[src/rtl/axi_rd_data_rx_if.sv]
// Signal bundle between the AR issuer / R channel / stream consumer and axi_rd_data_rx.
// The slave modport is the receiver's view; master is the surrounding system's view.
interface axi_rd_data_rx_if #(
  parameter int unsigned DATA_WIDTH   = 32,
  parameter int unsigned ID_MAX_WIDTH = 12
);
  // Expected-burst command push from the AR issuer
  logic                    cmd_valid;
  logic                    cmd_ready;
  logic [ID_MAX_WIDTH-1:0] cmd_id;
  logic [7:0]              cmd_len;

  // AXI R channel
  logic                    rvalid;
  logic                    rready;
  logic [ID_MAX_WIDTH-1:0] rid;
  logic [DATA_WIDTH-1:0]   rdata;
  logic [1:0]              rresp;
  logic                    rlast;

  // Output stream
  logic                    out_valid;
  logic                    out_ready;
  logic [DATA_WIDTH-1:0]   out_data;
  logic                    out_last;

  // Error reporting and status
  logic                    err_valid;
  logic [3:0]              err_code;
  logic [ID_MAX_WIDTH-1:0] err_id;
  logic [3:0]              err_sticky;
  logic                    err_clr;
  logic                    busy;

  modport slave (
    input  cmd_valid, cmd_id, cmd_len,
    input  rvalid, rid, rdata, rresp, rlast,
    input  out_ready, err_clr,
    output cmd_ready, rready,
    output out_valid, out_data, out_last,
    output err_valid, err_code, err_id, err_sticky, busy
  );

  modport master (
    output cmd_valid, cmd_id, cmd_len,
    output rvalid, rid, rdata, rresp, rlast,
    output out_ready, err_clr,
    input  cmd_ready, rready,
    input  out_valid, out_data, out_last,
    input  err_valid, err_code, err_id, err_sticky, busy
  );
endinterface

[src/rtl/axi_rd_data_rx.sv]
// AXI R-channel sink: checks each burst against the queued AR command and
// buffers beats in a first-word-fall-through FIFO feeding a valid/ready stream.
module axi_rd_data_rx #(
  parameter int unsigned DATA_WIDTH   = 32,
  parameter int unsigned ID_MAX_WIDTH = 12,
  parameter int unsigned FIFO_DEPTH   = 16,
  parameter int unsigned CMD_DEPTH    = 4
) (
  input  logic               clk,
  input  logic               rst,
  axi_rd_data_rx_if.slave    bus
);

  localparam int unsigned FIFO_AW  = $clog2(FIFO_DEPTH);
  localparam int unsigned FIFO_CW  = FIFO_AW + 1;
  localparam int unsigned CMD_AW   = $clog2(CMD_DEPTH);
  localparam int unsigned CMD_CW   = CMD_AW + 1;
  localparam int unsigned LEN_W    = 8;
  localparam int unsigned ERR_W    = 4;

  localparam int unsigned ERR_RESP         = 0;
  localparam int unsigned ERR_ID           = 1;
  localparam int unsigned ERR_EARLY_LAST   = 2;
  localparam int unsigned ERR_MISSING_LAST = 3;

  // ---------------------------------------------------------------- storage
  logic [ID_MAX_WIDTH-1:0] r_cmd_id  [CMD_DEPTH];
  logic [LEN_W-1:0]        r_cmd_len [CMD_DEPTH];
  logic [CMD_AW-1:0]       r_cmd_wp;
  logic [CMD_AW-1:0]       r_cmd_rp;
  logic [CMD_CW-1:0]       r_cmd_cnt;

  logic [DATA_WIDTH-1:0]   r_fifo_data [FIFO_DEPTH];
  logic [FIFO_DEPTH-1:0]   r_fifo_last;
  logic [FIFO_AW-1:0]      r_fifo_wp;
  logic [FIFO_AW-1:0]      r_fifo_rp;
  logic [FIFO_CW-1:0]      r_fifo_cnt;

  logic [LEN_W-1:0]        r_beat_cnt;

  logic                    r_err_valid;
  logic [ERR_W-1:0]        r_err_code;
  logic [ID_MAX_WIDTH-1:0] r_err_id;
  logic [ERR_W-1:0]        r_err_sticky;

  // ------------------------------------------------------------- handshakes
  logic                    w_cmd_ready;
  logic                    w_cmd_push;
  logic                    w_cmd_pop;
  logic                    w_cmd_nonempty;
  logic                    w_rready;
  logic                    w_accept;
  logic                    w_out_valid;
  logic                    w_fifo_pop;
  logic                    w_fifo_nonempty;
  logic [ID_MAX_WIDTH-1:0] w_head_id;
  logic [LEN_W-1:0]        w_head_len;
  logic [ERR_W-1:0]        w_err_code;

  assign w_cmd_nonempty  = (r_cmd_cnt != '0);
  assign w_fifo_nonempty = (r_fifo_cnt != '0);

  // rready looks only at registered occupancy, so out_ready never reaches it
  assign w_cmd_ready = !rst && (r_cmd_cnt != CMD_CW'(CMD_DEPTH));
  assign w_cmd_push  = bus.cmd_valid && w_cmd_ready;
  assign w_rready    = !rst && w_cmd_nonempty && (r_fifo_cnt < FIFO_CW'(FIFO_DEPTH));
  assign w_accept    = bus.rvalid && w_rready;
  assign w_cmd_pop   = w_accept && bus.rlast;
  assign w_out_valid = !rst && w_fifo_nonempty;
  assign w_fifo_pop  = w_out_valid && bus.out_ready;

  assign w_head_id  = r_cmd_id[r_cmd_rp];
  assign w_head_len = r_cmd_len[r_cmd_rp];

  // Per-beat protocol checks against the head command
  always_comb begin
    w_err_code                   = '0;
    w_err_code[ERR_RESP]         = (bus.rresp != 2'b00);
    w_err_code[ERR_ID]           = (bus.rid != w_head_id);
    w_err_code[ERR_EARLY_LAST]   = bus.rlast && (r_beat_cnt < w_head_len);
    w_err_code[ERR_MISSING_LAST] = !bus.rlast && (r_beat_cnt >= w_head_len);
  end

  // ---------------------------------------------------------- command queue
  always_ff @(posedge clk) begin
    if (w_cmd_push) begin
      r_cmd_id[r_cmd_wp]  <= bus.cmd_id;
      r_cmd_len[r_cmd_wp] <= bus.cmd_len;
    end
  end

  always_ff @(posedge clk) begin
    if (rst) begin
      r_cmd_wp  <= '0;
      r_cmd_rp  <= '0;
      r_cmd_cnt <= '0;
    end else begin
      if (w_cmd_push) r_cmd_wp <= r_cmd_wp + CMD_AW'(1);
      if (w_cmd_pop)  r_cmd_rp <= r_cmd_rp + CMD_AW'(1);
      case ({w_cmd_push, w_cmd_pop})
        2'b10:   r_cmd_cnt <= r_cmd_cnt + CMD_CW'(1);
        2'b01:   r_cmd_cnt <= r_cmd_cnt - CMD_CW'(1);
        default: r_cmd_cnt <= r_cmd_cnt;
      endcase
    end
  end

  // -------------------------------------------------------------- data FIFO
  always_ff @(posedge clk) begin
    if (w_accept) begin
      r_fifo_data[r_fifo_wp] <= bus.rdata;
      r_fifo_last[r_fifo_wp] <= bus.rlast;
    end
  end

  always_ff @(posedge clk) begin
    if (rst) begin
      r_fifo_wp  <= '0;
      r_fifo_rp  <= '0;
      r_fifo_cnt <= '0;
    end else begin
      if (w_accept)   r_fifo_wp <= r_fifo_wp + FIFO_AW'(1);
      if (w_fifo_pop) r_fifo_rp <= r_fifo_rp + FIFO_AW'(1);
      case ({w_accept, w_fifo_pop})
        2'b10:   r_fifo_cnt <= r_fifo_cnt + FIFO_CW'(1);
        2'b01:   r_fifo_cnt <= r_fifo_cnt - FIFO_CW'(1);
        default: r_fifo_cnt <= r_fifo_cnt;
      endcase
    end
  end

  // --------------------------------------------------- beat position counter
  always_ff @(posedge clk) begin
    if (rst) begin
      r_beat_cnt <= '0;
    end else if (w_accept) begin
      if (bus.rlast)                  r_beat_cnt <= '0;
      else if (r_beat_cnt != 8'hFF)   r_beat_cnt <= r_beat_cnt + LEN_W'(1);
    end
  end

  // ---------------------------------------------------------- error report
  // Sticky clear happens before the same-cycle set, so new bits survive err_clr
  always_ff @(posedge clk) begin
    if (rst) begin
      r_err_valid  <= 1'b0;
      r_err_code   <= '0;
      r_err_id     <= '0;
      r_err_sticky <= '0;
    end else begin
      r_err_valid  <= w_accept && (w_err_code != '0);
      r_err_code   <= w_accept ? w_err_code : '0;
      r_err_id     <= (w_accept && (w_err_code != '0)) ? bus.rid : '0;
      r_err_sticky <= (bus.err_clr ? '0 : r_err_sticky) | (w_accept ? w_err_code : '0);
    end
  end

  // ----------------------------------------------------------------- outputs
  assign bus.cmd_ready  = w_cmd_ready;
  assign bus.rready     = w_rready;
  assign bus.out_valid  = w_out_valid;
  assign bus.out_data   = w_out_valid ? r_fifo_data[r_fifo_rp] : '0;
  assign bus.out_last   = w_out_valid ? r_fifo_last[r_fifo_rp] : 1'b0;
  assign bus.err_valid  = r_err_valid;
  assign bus.err_code   = r_err_code;
  assign bus.err_id     = r_err_id;
  assign bus.err_sticky = r_err_sticky;
  assign bus.busy       = !rst && (w_cmd_nonempty || w_fifo_nonempty);

endmodule
[src/flat_wrapper.sv]
// flat-port wrapper written by rule: the top's interface ports become plain ports
module axi_rd_data_rx_flat 
#(
  parameter int unsigned DATA_WIDTH   = 32,
  parameter int unsigned ID_MAX_WIDTH = 12,
  parameter int unsigned FIFO_DEPTH   = 16,
  parameter int unsigned CMD_DEPTH    = 4
)
  (clk, rst, bus_cmd_valid, bus_cmd_id, bus_cmd_len, bus_rvalid, bus_rid, bus_rdata, bus_rresp, bus_rlast, bus_out_ready, bus_err_clr, bus_cmd_ready, bus_rready, bus_out_valid, bus_out_data, bus_out_last, bus_err_valid, bus_err_code, bus_err_id, bus_err_sticky, bus_busy);
  axi_rd_data_rx_if #(.DATA_WIDTH(DATA_WIDTH), .ID_MAX_WIDTH(ID_MAX_WIDTH)) bus_i ();
  input  logic clk;
  input  logic rst;
  input wire logic [$bits(bus_i.cmd_valid)-1:0] bus_cmd_valid;
  input wire logic [$bits(bus_i.cmd_id)-1:0] bus_cmd_id;
  input wire logic [$bits(bus_i.cmd_len)-1:0] bus_cmd_len;
  input wire logic [$bits(bus_i.rvalid)-1:0] bus_rvalid;
  input wire logic [$bits(bus_i.rid)-1:0] bus_rid;
  input wire logic [$bits(bus_i.rdata)-1:0] bus_rdata;
  input wire logic [$bits(bus_i.rresp)-1:0] bus_rresp;
  input wire logic [$bits(bus_i.rlast)-1:0] bus_rlast;
  input wire logic [$bits(bus_i.out_ready)-1:0] bus_out_ready;
  input wire logic [$bits(bus_i.err_clr)-1:0] bus_err_clr;
  output wire logic [$bits(bus_i.cmd_ready)-1:0] bus_cmd_ready;
  output wire logic [$bits(bus_i.rready)-1:0] bus_rready;
  output wire logic [$bits(bus_i.out_valid)-1:0] bus_out_valid;
  output wire logic [$bits(bus_i.out_data)-1:0] bus_out_data;
  output wire logic [$bits(bus_i.out_last)-1:0] bus_out_last;
  output wire logic [$bits(bus_i.err_valid)-1:0] bus_err_valid;
  output wire logic [$bits(bus_i.err_code)-1:0] bus_err_code;
  output wire logic [$bits(bus_i.err_id)-1:0] bus_err_id;
  output wire logic [$bits(bus_i.err_sticky)-1:0] bus_err_sticky;
  output wire logic [$bits(bus_i.busy)-1:0] bus_busy;
  assign bus_i.cmd_valid = bus_cmd_valid;
  assign bus_i.cmd_id = bus_cmd_id;
  assign bus_i.cmd_len = bus_cmd_len;
  assign bus_i.rvalid = bus_rvalid;
  assign bus_i.rid = bus_rid;
  assign bus_i.rdata = bus_rdata;
  assign bus_i.rresp = bus_rresp;
  assign bus_i.rlast = bus_rlast;
  assign bus_i.out_ready = bus_out_ready;
  assign bus_i.err_clr = bus_err_clr;
  assign bus_cmd_ready = bus_i.cmd_ready;
  assign bus_rready = bus_i.rready;
  assign bus_out_valid = bus_i.out_valid;
  assign bus_out_data = bus_i.out_data;
  assign bus_out_last = bus_i.out_last;
  assign bus_err_valid = bus_i.err_valid;
  assign bus_err_code = bus_i.err_code;
  assign bus_err_id = bus_i.err_id;
  assign bus_err_sticky = bus_i.err_sticky;
  assign bus_busy = bus_i.busy;
  axi_rd_data_rx #(.DATA_WIDTH(DATA_WIDTH), .ID_MAX_WIDTH(ID_MAX_WIDTH), .FIFO_DEPTH(FIFO_DEPTH), .CMD_DEPTH(CMD_DEPTH)) u_core (.clk(clk), .rst(rst), .bus(bus_i));
endmodule
[config.mk]
export PLATFORM = sky130hd
export DESIGN_NAME = axi_rd_data_rx_flat
export DESIGN_NICKNAME = d
export VERILOG_FILES = /design/src/rtl/axi_rd_data_rx_if.sv /design/src/rtl/axi_rd_data_rx.sv /design/src/flat_wrapper.sv
export SDC_FILE = /design/constraint.sdc
export NUM_CORES = 1
export LEC_CHECK = 0
export BUFFER_PORTS_ARGS = -buffer_cell sky130_fd_sc_hd__buf_4
export CAP_MARGIN = 20
export CORE_MARGIN = 2
export CORE_UTILIZATION = 60
export CTS_BUF_LIST = sky130_fd_sc_hd__clkbuf_8
export DETAILED_ROUTE_END_ITERATION = 8
export PLACE_DENSITY_LB_ADDON = 0.05
export SYNTH_ARGS = -nofsm -noshare
export SYNTH_HDL_FRONTEND = slang
export SYNTH_SLANG_ARGS = --single-unit
[constraint.sdc]
create_clock -name clk -period 4.57 [get_ports clk]
set_input_delay 0.457 -clock clk [delete_from_list [all_inputs] [get_ports clk]]
set_output_delay 0.457 -clock clk [all_outputs]
set_load 0.1 [all_outputs]
==> metrics, run 1 <==
slew of the pin with the lowest slew margin 1.10 ns; static leakage power 9.79 nW; Fin Clk Skew 0.0247 ns; number of design-rule violations left by the first detailed-router iteration 1070; total overflow reported by the global router 0; top-level I/O count 131; Num CTS Buffers 102; number of routed nets with antenna violations 0; number of filler instances in the final layout 2612; DIE HEIGHT 211 um; placeable core area 42000 um2; yosys warns 0; biggest area contributors in the synthesized netlist sky130_fd_sc_hd__edfxtp_1 71%, sky130_fd_sc_hd__mux4_2 16%, sky130_fd_sc_hd__dfxtp_1 4.3%, sky130_fd_sc_hd__ha_1 1.1%, sky130_fd_sc_hd__and2_1 0.88%; asr flop ratio synth 0%; number of I/O port buffers 130; router iterations before antenna repair 5; post-synthesis average cell area 21.5 um2; worst hold path type input port to flop; routed vias/inst 6.02; dpl hpwl 27300 um; post-synth top area cell sky130_fd_sc_hd__edfxtp_1; Root Buffer sky130_fd_sc_hd__clkbuf_8; Max-slew headroom 26.8%; final worst slack 0.879 ns; area share of the largest cell type after synthesis 71.3%; global routing usage summed across all routing layers 24.4%; commonest non-fill, non-tap cells in the layout 608 x sky130_fd_sc_hd__edfxtp_1, 185 x sky130_fd_sc_hd__mux4_2, 158 x sky130_fd_sc_hd__buf_4; Arr. time, crit path 3.23 ns; maximum number of pins on one net before global-route repair 81; post-route standard cell area excluding fillers around 30000 um2; post-place setup slack 1.39 ns; number of clock sinks 663; clock insertion delay at the later pin of the skew report around 0.67 ns; longest individual stage delay on the worst path 0.59 ns; number of standard cells after synthesis 1190; initial core utilization 60.9%; maximum achievable frequency 0.271 GHz; hold violation count in the final report 0; antenna violations before repair 1; type of element capturing the critical path output pin; die area 44300 um2; peak supply drop 0.293 mV; share of cells above drive strength 1 34.6%; worst reg-to-reg setup slack 1.48 ns; number of vias in the routed layout 12300; type of the worst setup path flop to output pin; Main synth FF type sky130_fd_sc_hd__edfxtp_1; clock slew at the register clock pins of the worst setup and hold paths ~0.060 ns; clock tree from TritonCTS yes; Critical Path, Cell by Cell buf_12 -> mux4_2 -> mux4_2 -> and2_1 -> buf_4; H-Tree Depth 3; Critical Path Source Type flop; outcome complete, no violations; area occupied by multi-input gates 6010 um2; drt wl/cell ~25 um; final max-slew violation count 0; ratio of final minimum period to clock period 80.8%; library cell appearing most often on the critical path sky130_fd_sc_hd__mux4_2; number of buffers on the longest clock path 3; max-cap violation count 0; number of enable flip-flop cells after synthesis 608; library cell contributing the largest single delay on the critical path sky130_fd_sc_hd__mux4_2; post-detailed-route DRC marker count 0; number of post-CTS setup repair buffers 0; library cells used by synthesis 40; Final #Nets 1523; die width ~210 um; final setup vio count 0; depth of the worst register-to-register path 11; via count of the first global-routing pass 13100; CP max FO 80; site row count 75; worst setup path end bus_out_data[19]; Total Wirelength 51800 um; RSZ-0062 raised after global routing false; Area Overhead vs Synth 16.3%; final critical-path required period 3.69 ns; sequential element share of the synthesized area about 76%; commonest non-fill, non-tap cell in the layout sky130_fd_sc_hd__edfxtp_1; ratio of total power to cell area 411 nW/um2; syn nets roughly 1300; Syn Std Cell Area between 20000 and 30000 um2; Routability Congestion between 0.7 and 0.8; instance area after placement 27400 um2; post-synthesis register bit count 663; reg-to-reg endpoint u_core.bus.err_id[6]; first-pass GRT wire length slightly below 80000 um; final hold slack 0.0546 ns; register cell area after layout 19400 um2; Worst Path Required 4.11 ns
-- worst min-delay path by stage --
stage,start,end,slack (ns),depth (start not counted)
floorplan,u_core.r_cmd_cnt[2],u_core.r_cmd_cnt[2],0.47,2
global placement,u_core.bus.err_sticky[2],u_core.bus.err_sticky[2],0.44,1
detailed placement,u_core.bus.err_sticky[3],u_core.bus.err_sticky[3],0.44,1
CTS,bus_rid[1],u_core.bus.err_id[1],0.008,3
global route,bus_rid[1],u_core.bus.err_id[1],0.01,3
finish,bus_rid[1],u_core.bus.err_id[1],0.05,3
-- what timing repair did --
| item | in CTS | in global routing |
|---|---|---|
| endpoints found under the setup margin | 0 | 0 |
| hold buffers | 22 | 0 |
| gates resized for setup | 0 | 0 |
| endpoints found under the hold margin | 82 | 0 |
-- sequential cells by signal, summed over array words and instances, names as in the netlist, named ones only --
name                   flops
u_core.r_fifo_cnt          5
u_core.bus.err_sticky      4
u_core.bus.err_code        4
u_core.r_fifo_last        16
u_core.r_fifo_rp           4
u_core.r_cmd_id           48
u_core.r_cmd_wp            2
u_core.r_cmd_cnt           3
u_core.r_cmd_rp            2
u_core.r_cmd_len          32
u_core.r_fifo_data       512
u_core.r_beat_cnt          8
u_core.r_fifo_wp           4
u_core.bus.err_id         12
u_core.bus.err_valid       1
-- critical path, delay by kind of cell, from the launching register on --
| kind | cells | cell delay, ns |
|---|---|---|
| AND/OR/NAND/NOR | 1 | 0.18 |
| multiplexers | 2 | 1.09 |
| buffers and inverters | 2 | 0.74 |
| flip-flops | 1 | 0.47 |
-- report_power, final --
group          internal, mW  leakage, nW  total (mW)  switching, mW
Clock                  2.73         1.19        4.95           2.22
Sequential             6.66         5.92        6.68         0.0189
Combinational         0.217         2.69       0.603          0.386
-- per-stage QoR --
stage	std cells	util, %	power, mW	TNS (ns)
global route	2049	70.8	12.6	0
finish	2050	70.8	12.2	0
floorplan	1190	-	7.19	-74.14
detailed placement	1837	65.2	7.40	0
CTS	2048	70.7	12.3	0
global placement	1837	65.2	7.39	0
-- cell type report --
| type | count | area share, % |
|---|---|---|
| Clock buffer | 117 | 5.41 |
| Timing Repair Buffer | 186 | 5.11 |
| Inverter | 25 | 0.315 |
| Antenna cell | 1 | 0.00841 |
| Clock inverter | 72 | 1.62 |
| Sequential cell | 663 | 65.1 |
| Tap cell | 539 | 2.27 |
| Multi-Input combinational cell | 447 | 20.2 |
-- cells by family (layout without fill, tap and decap cells) --
family	Yosys count	after routing	synth area share [%]
and+or+nand+nor	156	156	3.06
DFF	663	663	75.6
AOI/OAI and AO/OA	51	51	1.32
other	0	1	0
muxes	185	185	16.3
xor gates and xnor gates	30	30	1.03
adders and majority gates	25	25	1.28
buffers and inverters	80	400	1.38
-- Yosys cell counts, types with 8 or more instances --
cell	instances
sky130_fd_sc_hd__edfxtp_1	608
sky130_fd_sc_hd__mux4_2	185
sky130_fd_sc_hd__dfxtp_1	55
sky130_fd_sc_hd__nor2_1	49
sky130_fd_sc_hd__and2_1	36
sky130_fd_sc_hd__clkbuf_1	28
sky130_fd_sc_hd__nand2_1	28
sky130_fd_sc_hd__inv_1	24
sky130_fd_sc_hd__ha_1	23
sky130_fd_sc_hd__xnor2_1	18
sky130_fd_sc_hd__a21oi_1	17
sky130_fd_sc_hd__buf_2	12
sky130_fd_sc_hd__xor2_1	12
sky130_fd_sc_hd__a21oi_2	10
sky130_fd_sc_hd__a21o_1	9
sky130_fd_sc_hd__nor3_1	9
sky130_fd_sc_hd__nand4_1	8
-- per-layer routing --
metal  part of all wire (%)  vias to the layer above  track usage [%]
li1                       -                     5365                -
met1                     41                     6445             33.3
met2                     50                      447             40.2
met3                    6.9                       83             5.44
met4                    1.9                        0             6.99
met5                      0                        -                0
(Power assumes the default switching activity.)
==> run 2, diff against run 1 <==
ABC_AREA = 1   (was unset)
CORE_UTILIZATION = 57   (was 60)
clock period = 3.15 ns   (was 4.57 ns; I/O delays follow)
==> metrics, run 2 <==
number of I/O port buffers 130 (unchanged); number of enable flip-flop cells after synthesis 608 (unchanged); global routing met1 resource utilization 34.8% (+1.5 points); slew of the pin with the lowest slew margin 0.721 ns (-0.377 ns); Regs by FF count u_core.r_fifo_data x512, u_core.r_cmd_id x48, u_core.r_cmd_len x32; die width 219 um (+3.9%); Critical Path, Cell by Cell dlygate4sd3_1 -> buf_4 -> inv_2 -> nand2_1 -> clkinv_1 -> buf_4 -> nand2_1 -> a31oi_2 -> buf_4; sequential element share of the synthesized area 73.7% (-2.0 points); maximum number of pins on one net before global-route repair 91 (+12%); Arr. time, crit path 2.71 ns (-0.52 ns); global routing usage summed across all routing layers 26.1% (+1.8 points); clock insertion delay at the later pin of the skew report 0.69 ns (+0.02 ns); Root Buffer sky130_fd_sc_hd__clkbuf_8; number of standard cells after synthesis 2119 (+78%); placeable core area 45500 um2 (+8.2%); type of the worst setup path input port to output pin; final setup vio count 0 (unchanged); final critical-path required period 3.02 ns; post-layout instance count excluding filler cells 3048 (+49%); Total Wirelength 62100 um (+20%); biggest area contributors in the synthesized netlist sky130_fd_sc_hd__edfxtp_1 69%, sky130_fd_sc_hd__nor2_1 4.9%, sky130_fd_sc_hd__o21ai_0 4.8%, sky130_fd_sc_hd__dfxtp_1 4.2%, sky130_fd_sc_hd__nand2_1 3.9%; via count of the first global-routing pass 17400 (+33%); Worst Path Required 2.83 ns (-1.28 ns); peak supply drop 0.401 mV (+37%); antenna violations before repair 1 (unchanged); number of buffers on the longest clock path 3 (unchanged); drt wl/cell 20.4 um (-19%); Critical Path Source Type input port; type of element capturing the critical path output pin; static leakage power 11.1 nW (+13%); first-pass GRT wire length 95600 um (+22%); first element of the critical path rst; DIE HEIGHT 219 um (+3.9%); Worst Min Path Start bus_out_ready; Fin Clk Skew 0.0304 ns (+0.00566 ns); share of cells above drive strength 1 16.3% (-18 points); Biggest register u_core.r_fifo_data; maximum achievable frequency 0.331 GHz; die area 47800 um2 (+7.9%); asr flop ratio synth 0% (unchanged); post-detailed-route DRC marker count 0 (unchanged); final core utilization 69.0% (-1.8 points); final max-slew violation count 0 (unchanged); Num CTS Buffers 105 (+2.9%); routed vias/inst 5.75 (-4.4%); longest individual stage delay on the worst path 0.54 ns (-0.05 ns); clock slew at the register clock pins of the worst setup and hold paths 0.06 ns (about the same); H-Tree Depth 3 (unchanged); number of filler instances in the final layout 3294 (+26%); post-synthesis register bit count 663 (unchanged); outcome complete, no violations; worst hold path type input port to flop; commonest non-fill, non-tap cells in the layout 608 x sky130_fd_sc_hd__edfxtp_1, 320 x sky130_fd_sc_hd__nor2_1, 274 x sky130_fd_sc_hd__nand2_1; most heavily used metal layer in global routing met2; library cell contributing the largest single delay on the critical path sky130_fd_sc_hd__dlygate4sd3_1; post-synth top area cell sky130_fd_sc_hd__edfxtp_1; initial core utilization 57.8% (-3.1 points); router iterations before antenna repair 6 (+1); total overflow reported by the global router 0 (unchanged); clock tree from TritonCTS yes; top-level I/O count 131 (unchanged); dpl hpwl 32500 um (+19%); met2 layer usage reported by global route 43.7% (+3.4 points); number of vias in the routed layout 17500 (+42%); library cell appearing most often on the critical path sky130_fd_sc_hd__buf_4; syn nets 2217 (+72%); yosys warns 0 (unchanged); number of clock sinks 663 (unchanged); area share of the largest cell type after synthesis 69.5% (-1.9 points); number of routed nets with antenna violations 0 (unchanged); dominant cell by count in the synthesized netlist sky130_fd_sc_hd__edfxtp_1; ratio of total power to cell area 640 nW/um2 (+56%); leading post-synthesis cells by instance count 608 x sky130_fd_sc_hd__edfxtp_1, 340 x sky130_fd_sc_hd__nor2_1, 275 x sky130_fd_sc_hd__nand2_1, 254 x sky130_fd_sc_hd__o21ai_0, 100 x sky130_fd_sc_hd__o22ai_1; Max-slew headroom 51.9% (+25 points); Routability Congestion 0.816 (+7.1%); library cells used by synthesis 38 (-5.0%); Syn Std Cell Area 26300 um2 (+2.7%); global routing met3 resource utilization 4.66% (-0.78 points); hold violation count in the final report 0 (unchanged); site row count 78 (+4.0%); final hold slack 0.128 ns (+0.0738 ns); post-synthesis average cell area 12.4 um2 (-42%); CP max FO 34 (-57%); Final #Nets 2461 (+62%); commonest non-fill, non-tap cell in the layout sky130_fd_sc_hd__edfxtp_1; flip-flop count of the largest register, all copies and words added 512 (unchanged); max-cap violation count 0 (unchanged); number of design-rule violations left by the first detailed-router iteration 1577 (+47%); number of instances in the placed design 2774 (+51%); ratio of final minimum period to clock period 96.0%; Area Overhead vs Synth 19.4%; Main synth FF type sky130_fd_sc_hd__edfxtp_1
run 2: path summary, 6_finish.rpt:
kind | to | slack [ns] | cells after the start
max | bus_out_data[3] | 0.13 | 9
min | flop | 0.13 | 5
max reg2reg | u_core.bus.err_id[8] | 0.45 | 14
min reg2reg | u_core.bus.err_sticky[1] | 0.47 | 2
run 2: metrics by stage:
step	area, um2	power (mW)	TNS, ns	setup WS, ns
floorplan	26500	12.4	-65.17	-0.165
global placement	28400	13.2	0	0.485
detailed placement	28400	13.3	0	0.449
CTS	31200	20.1	0	0.00158
global route	31400	20.9	-0.00306	-0.00306
finish	31400	20.1	0	0.127
run 2: cell type report:
type                            count  area (um2)  share of cell area, %
Sequential cell                   663       19400                   61.7
Timing Repair Buffer              261        2580                   8.23
Clock buffer                      112        1540                   4.91
Tap cell                          600         751                   2.39
Clock inverter                     79         390                   1.24
Antenna cell                        1        2.50                0.00798
Inverter                           72         298                  0.949
Multi-Input combinational cell   1260        6430                   20.5
run 2: metal layers:
metal / up-vias / wire length (um)
li1: 8194 / -
met2: 670 / 30300
met5: - / 0
met1: 8554 / 26000
met4: 0 / 1480
met3: 114 / 4260
run 2: power by group:
group | leakage, nW | switching [mW] | total (mW) | internal [mW]
clock network | 1.13 | 3.29 | 6.73 | 3.44
registers | 5.92 | 0.0652 | 9.77 | 9.71
logic | 4.06 | 2.52 | 3.58 | 1.06
total | 11.1 | 5.87 | 20.1 | 14.2
run 2: kinds of logic after synthesis:
logic type	count (synthesis)	synth area share, %
buffers and inverters	196	3.11
AOI/OAI and AO/OA	551	11.6
xor gates and xnor gates	8	0.267
DFF	663	73.7
adders and majority gates	25	1.25
and+or+nand+nor	676	10.1
run 2: timing repair:
item / in CTS / in global routing
gates resized for setup: 17 / 14
setup buffers: 2 / 7
endpoints found under the hold margin: 636 / 0
hold buffers: 70 / 0
endpoints found under the setup margin: 32 / 32
cloned: 1 / 2
run 2: worst max-delay path: cells and delay by family:
kind | cells | cell delay [ns]
AND/OR/NAND/NOR | 2 | 0.34
AO/OA/AOI/OAI | 1 | 0.19
buffers and inverters | 6 | 1.83
==> run 3, diff against run 2 <==
CTS_BUF_LIST = sky130_fd_sc_hd__clkbuf_4 sky130_fd_sc_hd__clkbuf_8   (was sky130_fd_sc_hd__clkbuf_8)
==> metrics, run 3 (synthesized netlist as in run 2, its figures left out) <==
outcome complete, no violations; global routing usage summed across all routing layers 26.1% (about the same); clock slew at the register clock pins of the worst setup and hold paths 0.06 ns (about the same); Biggest register u_core.r_fifo_data; H-Tree Depth 3 (unchanged); Worst Hold Depth 5 (unchanged); share of cells above drive strength 1 17.9% (+1.6 points); Total Wirelength 62100 um (about the same); stages on the worst setup path 9 (unchanged); antenna violations before repair 1 (unchanged); total overflow reported by the global router 0 (unchanged); routed vias/inst 5.74 (-0.21%); final critical-path required period 3.03 ns (+0.00382 ns); router iterations before antenna repair 5 (-1); Regs by FF count u_core.r_fifo_data x512, u_core.r_cmd_id x48, u_core.r_cmd_len x32; final setup vio count 0 (unchanged); library cell appearing most often on the critical path sky130_fd_sc_hd__buf_4; post-layout instance count excluding filler cells 3048 (unchanged); Arr. time, crit path 2.71 ns (about the same); type of element capturing the critical path output pin; Fin Clk Skew 0.0270 ns (-0.00337 ns); die width 219 um (unchanged); worst hold path type input port to flop; number of clock sinks 663 (unchanged); site row count 78 (unchanged); Area Overhead vs Synth 19.9%; via count of the first global-routing pass 17400 (-0.057%); slew of the pin with the lowest slew margin 0.724 ns (+0.00322 ns); first-pass GRT wire length 95600 um (about the same); Critical Path, Cell by Cell dlygate4sd3_1 -> buf_4 -> inv_2 -> nand2_1 -> clkinv_1 -> buf_4 -> nand2_1 -> a31oi_2 -> buf_4; commonest non-fill, non-tap cells in the layout 608 x sky130_fd_sc_hd__edfxtp_1, 320 x sky130_fd_sc_hd__nor2_1, 274 x sky130_fd_sc_hd__nand2_1; number of routed nets with antenna violations 0 (unchanged); hold violation count in the final report 0 (unchanged); drt wl/cell 20.4 um (about the same); number of vias in the routed layout 17500 (-0.21%); number of instances in the placed design 2774 (unchanged); placeable core area 45500 um2 (unchanged); Final #Nets 2461 (unchanged); register cell area after layout 19400 um2 (about the same); initial core utilization 57.8% (unchanged); depth of the worst register-to-register path 14 (unchanged); family with the most delay on the worst path buffers and inverters; Num CTS Buffers 105 (unchanged); Worst Path Required 2.83 ns (about the same); post-route standard cell area excluding fillers 31500 um2 (+0.45%); instance area after placement 28400 um2 (unchanged); CP max FO 34 (unchanged); top-level I/O count 131 (unchanged); library cell contributing the largest single delay on the critical path sky130_fd_sc_hd__dlygate4sd3_1; peak supply drop 0.414 mV (+3.0%); type of the worst setup path input port to output pin; Critical Path Source Type input port; ratio of final minimum period to clock period 96.1% (+0.12 points); max-cap violation count 0 (unchanged); Routability Congestion 0.816 (unchanged); dpl hpwl 32500 um (unchanged); maximum achievable frequency 0.330 GHz (-0.13%); number of filler instances in the final layout 3257 (-1.1%); clock insertion delay at the later pin of the skew report 0.69 ns (about the same); final setup TNS 0 ns (unchanged); number of I/O port buffers 130 (unchanged); clock tree from TritonCTS yes; longest individual stage delay on the worst path 0.54 ns (about the same); DIE HEIGHT 219 um (unchanged); maximum number of pins on one net before global-route repair 91 (unchanged); ratio of total power to cell area 651 nW/um2 (+1.7%); number of buffers on the longest clock path 3 (unchanged); static leakage power 11.1 nW (-0.25%); area occupied by multi-input gates 6430 um2 (unchanged); commonest non-fill, non-tap cell in the layout sky130_fd_sc_hd__edfxtp_1; number of design-rule violations left by the first detailed-router iteration 1541 (-2.3%); post-detailed-route DRC marker count 0 (unchanged); Max-slew headroom 51.7% (-0.21 points); final max-slew violation count 0 (unchanged); Buffers & Inverters on Critical Path 6 (unchanged); Root Buffer sky130_fd_sc_hd__clkbuf_8; flip-flop count of the largest register, all copies and words added 512 (unchanged); die area 47800 um2 (unchanged)
==> run 3: metrics by stage <==
stage,hold WS (ns),total power [mW],setup slack [ns],utilization (%)
detailed placement,0.456,13.3,0.449,62.5
floorplan,0.414,12.4,-0.165,-
CTS,0.0724,20.6,0.00124,68.9
finish,0.126,20.5,0.123,69.3
global route,0.149,21.3,-0.00237,69.3
global placement,0.455,13.2,0.485,62.5
==> run 3: tightest hold or removal path: stages <==
cell	delay [ns]
sky130_fd_sc_hd__buf_4	0.11
sky130_fd_sc_hd__inv_1	0.05
sky130_fd_sc_hd__nor2_1	0.10
sky130_fd_sc_hd__inv_1	0.12
sky130_fd_sc_hd__a21oi_1	0.07
==> run 3: routing by layer <==
| layer | vias up | global-route usage, % | part of all wire [%] |
|---|---|---|---|
| li1 | 8201 | - | - |
| met1 | 8558 | 34.8 | 42 |
| met2 | 644 | 43.7 | 49 |
| met3 | 93 | 4.73 | 7.2 |
| met4 | 0 | 8.49 | 2.0 |
| met5 | - | 0 | 0 |
==> run 3: final cells by class <==
type	instances	share of cell area, %
diodes	1	0.00794
clock buffers	149	5.77
clock inverters	42	0.798
inverters	72	0.957
multi-input cells	1260	20.4
flip-flops and latches	663	61.5
well taps	600	2.38
repair buffers	261	8.18
==> run 3: power breakdown <==
part           total [mW]  switching, mW  leakage, nW  internal (mW)
clock network        7.17           3.29         1.10           3.88
logic                3.58           2.52         4.06           1.06
registers            9.77         0.0669         5.92           9.71
==> run 3: final timing paths <==
check                 startpoint                    to  slack (ns)
max reg2reg                 flop  u_core.bus.err_id[8]        0.48
min                bus_out_ready   u_core.r_fifo_rp[0]        0.13
min reg2reg  u_core.r_cmd_cnt[0]   u_core.r_cmd_cnt[0]        0.47
max                          rst       bus_out_data[3]        0.12
==> run 3: what timing repair did <==
action	in CTS	in global routing
buffers inserted	2	7
hold buffers	70	0
endpoints found under the setup margin	32	33
hold endpoints to repair	636	0
pin swaps	0	0
cloned	1	2
gates resized for setup	17	15
